==> config.mk <==
export PLATFORM = sky130hd
export DESIGN_NAME = xor_gate_behav_core_flat
export DESIGN_NICKNAME = d
export VERILOG_FILES = /design/src/rtl/xor_gate_behav_core_if.sv /design/src/rtl/xor_gate_behav_core.sv /design/src/flat_wrapper.sv
export SDC_FILE = /design/constraint.sdc
export NUM_CORES = 1
export LEC_CHECK = 0
export ABC_AREA = 1
export CAP_MARGIN = 30
export CORE_AREA = 2 2 39 41
export DETAILED_ROUTE_END_ITERATION = 8
export DIE_AREA = 0 0 41 43
export PLACE_DENSITY = 0.65
export SETUP_SLACK_MARGIN = 0.1
export SYNTH_ARGS = -nofsm -noshare
export SYNTH_HDL_FRONTEND = slang
export SYNTH_SLANG_ARGS = --single-unit
==> constraint.sdc <==
create_clock -name clk -period 1.8 [get_ports clk]
set_input_delay 0.36 -clock clk [delete_from_list [all_inputs] [get_ports clk]]
set_output_delay 0.36 -clock clk [all_outputs]
set_load 0.05 [all_outputs]
==> src/rtl/xor_gate_behav_core_if.sv <==
// Operand/result bundle for the XOR block: the master drives a/b, the slave returns
// the combinational result plus its registered copy, parity and hit count.
interface xor_gate_behav_core_if #(
    parameter int WIDTH = 1,
    parameter int CNT_W = 8
);
    logic [WIDTH-1:0] a;
    logic [WIDTH-1:0] b;
    logic [WIDTH-1:0] y;
    logic [WIDTH-1:0] y_q;
    logic             par_q;
    logic [CNT_W-1:0] hit_cnt;

    modport master (
        output a,
        output b,
        input  y,
        input  y_q,
        input  par_q,
        input  hit_cnt
    );

    modport slave (
        input  a,
        input  b,
        output y,
        output y_q,
        output par_q,
        output hit_cnt
    );
endinterface

==> src/rtl/xor_gate_behav_core.sv <==
// Bitwise XOR with a combinational output, plus a registered copy, its odd parity
// and a saturating count of cycles where the result was non-zero.
module xor_gate_behav_core #(
    parameter int WIDTH = 1,
    parameter int CNT_W = 8
) (
    input  logic                  clk,
    input  logic                  rst,
    xor_gate_behav_core_if.slave  bus
);
    logic [WIDTH-1:0] xor_w;
    logic [WIDTH-1:0] res_q, res_d;
    logic             parity_q, parity_d;
    logic [CNT_W-1:0] cnt_q, cnt_d;
    logic             hit_w;
    logic             sat_w;

    // Per-bit XOR so an X/Z on one operand bit only poisons that result bit.
    generate
        for (genvar gi = 0; gi < WIDTH; gi++) begin : g_xor
            assign xor_w[gi] = bus.a[gi] ^ bus.b[gi];
        end
    endgenerate

    assign bus.y = xor_w;
    assign hit_w = |xor_w;
    assign sat_w = &cnt_q;

    always_comb begin
        res_d    = xor_w;
        parity_d = ^xor_w;
        cnt_d    = cnt_q;
        if (hit_w && !sat_w) begin
            cnt_d = cnt_q + CNT_W'(1);
        end
    end

    always_ff @(posedge clk) begin
        if (rst) begin
            res_q    <= '0;
            parity_q <= 1'b0;
            cnt_q    <= '0;
        end else begin
            res_q    <= res_d;
            parity_q <= parity_d;
            cnt_q    <= cnt_d;
        end
    end

    assign bus.y_q     = res_q;
    assign bus.par_q   = parity_q;
    assign bus.hit_cnt = cnt_q;
endmodule

==> src/flat_wrapper.sv <==
// flat-port wrapper written by rule: the top's interface ports become plain ports
module xor_gate_behav_core_flat 
#(
    parameter int WIDTH = 1,
    parameter int CNT_W = 8
)
  (clk, rst, bus_a, bus_b, bus_y, bus_y_q, bus_par_q, bus_hit_cnt);
  xor_gate_behav_core_if #(.WIDTH(WIDTH), .CNT_W(CNT_W)) bus_i ();
  input  logic clk;
  input  logic rst;
  input wire logic [$bits(bus_i.a)-1:0] bus_a;
  input wire logic [$bits(bus_i.b)-1:0] bus_b;
  output wire logic [$bits(bus_i.y)-1:0] bus_y;
  output wire logic [$bits(bus_i.y_q)-1:0] bus_y_q;
  output wire logic [$bits(bus_i.par_q)-1:0] bus_par_q;
  output wire logic [$bits(bus_i.hit_cnt)-1:0] bus_hit_cnt;
  assign bus_i.a = bus_a;
  assign bus_i.b = bus_b;
  assign bus_y = bus_i.y;
  assign bus_y_q = bus_i.y_q;
  assign bus_par_q = bus_i.par_q;
  assign bus_hit_cnt = bus_i.hit_cnt;
  xor_gate_behav_core #(.WIDTH(WIDTH), .CNT_W(CNT_W)) u_core (.clk(clk), .rst(rst), .bus(bus_i));
endmodule
==> metrics.cfg <==
[outcome]
outcome=completed

[routing]
vias_per_cell=4.546
wl_per_cell_um=9.565
drcViolationCount=0
ant_nets=0
routed_wl_um=1033
route.vias.total=491
dr.pass1.iters=4
drt-initial-drc-count=6

[timing]
rsz0062_at_grt=no
tns_ns=0
finalSetupViolations=0
timing.fmax_mhz=606.9
slew_headroom_pct=83.89
finClkSkew_ns=0.002767
timing.final.crit_share_pct=91.55
hold_viol_final=0
timing.final.max_slew_violations=0
tightest_slew_ns=0.2413
fin_crit_ns=1.648
layout_setup_ws_ns=0.1522

[synthesis]
yosysWarnings=0
ys_seq_elements=9
yosysTopAreaCell=dfxtp_1
syn_area_um2=500.5
syn-instance-count=75
synthDistinctLibCells=18
postSynthAreaPerCell_um2=6.673
syn_nets=80
synthTopCellsByArea=dfxtp_1, nand2_1, nor2_1
synth-seq-area-share_pct=36.00
synth_top_area_share_pct=36.00

[worst_setup_path]
crit_path_max_fanout=8
critPathKind=primary input to output pin
cpPeakStageDelay_ns=0.52
worstReg2RegStart=u_core.bus.hit_cnt[0]
crit_start=bus_a
arrival_ns=1.29
crit_chain=clkdlybuf4s50_1 -> inv_2 -> nand2_1 -> nand2_4 -> buf_12
cp-start-kind=primary input
cp-end-kind=output pin
crit_slowest_cell=clkdlybuf4s50_1
cp.required_ns=1.44

[layout]
area_delta_synth_final_pct=33.75
diodes=0
finalNetCount=98
drive_gt1_share_pct=27.17

[clock_network]
cts_setup_buffers=0
h-tree-depth=1
clk_pin_slew_worst_paths_ns=0.06
numCtsBuffers=3
cts_root_buf=clkbuf_4
ctsLongestPathBuffers=2
clkSinkCount=9
cts_tree=done
clk_latency_ns=0.26

[global_routing]
grt_pass1_vias=437
grt_use_met1_pct=20.32
met3_usage_pct=3.141
busiest_layer=met2
antenna_found_initial=0
grt-ovfl-total=0
grt_use_total_pct=14.77
grt_max_degree=10
grt_pass1_wl_um=1794
grtUsageMet2_pct=20.63

[pwr]
ir_worst_vdd_v=0.0003450
power_density_nw_per_um2=689.7
power_leakage_nw=0.3084

[floorplanning]
ioPinCount=15
initial_core_util_pct=36.17
num_rows=14
dieHeight_um=43
core_um2=1384
die_area_um2=1763
die_width_um=41

[placed_design]
io_buffers=14
dpl_worst_slack_ns=0.1269
dp_hpwl_um=809.7
place.gp.congestion=0.8188

[hold_path]
worstHoldPathType=flop to flop
min_from=u_core.bus.hit_cnt[1]

[job]
cap_violations=0

## path summary, 6_finish.rpt
kind                            to  slack [ns]  depth (start not counted)
min          u_core.bus.hit_cnt[1]        0.52                          2
max reg2reg  u_core.bus.hit_cnt[5]        0.62                          8
min reg2reg  u_core.bus.hit_cnt[1]        0.52                          2
max                          bus_y        0.15                          5
## state kept, by name, indices dropped and copies added, names as in the netlist
signal	flops
u_core.bus.hit_cnt	8
u_core.bus.y_q	1
## cells in the final DEF, fill, tap and decap left out, drive strengths merged
| master | count |
|---|---|
| ha | 1 |
| clkdlybuf4s50 | 3 |
| buf | 11 |
| dfxtp | 9 |
| o21ai | 3 |
| clkinv | 1 |
| nand2 | 24 |
| a21oi | 4 |
| nor2 | 17 |
| clkbuf | 4 |
| inv | 7 |
| nand3 | 8 |
## what timing repair did
action | CTS | global route
setup endpoints to repair | 0 | 1
gates resized for setup | 0 | 1
hold buffers | 0 | 0
## layer usage
| layer | routed length [um] | part of all wire (%) | vias up |
|---|---|---|---|
| li1 | - | - | 266 |
| met3 | 33 | 3.2 | 4 |
| met1 | 520 | 50 | 211 |
| met2 | 463 | 45 | 10 |
| met5 | 0 | 0 | - |
| met4 | 16 | 1.5 | 0 |
## cells in the mapped netlist
library cell,n
nand2_1,20
nor2_1,14
dfxtp_1,9
nand3_1,7
inv_1,5
a21oi_1,3
nand2_2,3
inv_2,2
nor2_4,2
o21ai_1,2
a21oi_2,1
buf_4,1
clkinv_1,1
ha_1,1
nand2_4,1
nand3_2,1
nor2_2,1
o21ai_0,1
## power by group
group          internal [mW]  leakage, nW  total (mW)  switching (mW)
combinational         0.0321        0.220      0.0906          0.0586
clock                 0.0855       0.0150       0.160          0.0748
sequential             0.205       0.0732       0.211         0.00578
## kinds of logic after synthesis
kind of cell,after synthesis,synth area share (%)
adder cells (fa/ha/maj),1,2.500
AO/OA/AOI/OAI,7,7.749
AND/OR/NAND/NOR,49,46.25
buffers and inverters,9,7.501
flip-flops,9,36.00
## final cells by class
cell class / instances / area [um^2]
flip-flops and latches: 9 / 180.2
inverters: 8 / 30.03
clock buffers: 4 / 26.28
fillers: 148 / 714.4
multi-input cells: 57 / 287.8
repair buffers: 14 / 125.1
well taps: 16 / 20.02
## metrics by stage
step / hold slack (ns) / util (%) / cell area (um^2) / cells / total power, mW
global route: 0.5395 / 48.37 / 669.4 / 108 / 0.4802
finish: 0.5177 / 48.37 / 669.4 / 108 / 0.4617
floorplan: 0.4224 / - / 500.5 / 75 / 0.2726
detailed placement: 0.5139 / 46.11 / 638.1 / 104 / 0.3051
CTS: 0.5232 / 48.01 / 664.4 / 108 / 0.4650
global placement: 0.4989 / 46.11 / 638.1 / 104 / 0.3032
## worst max-delay path, delay by kind of cell
kind | cells | cell delay, ns
simple gates | 2 | 0.20
buf+inv | 3 | 0.73
(Power assumes the default switching activity.)
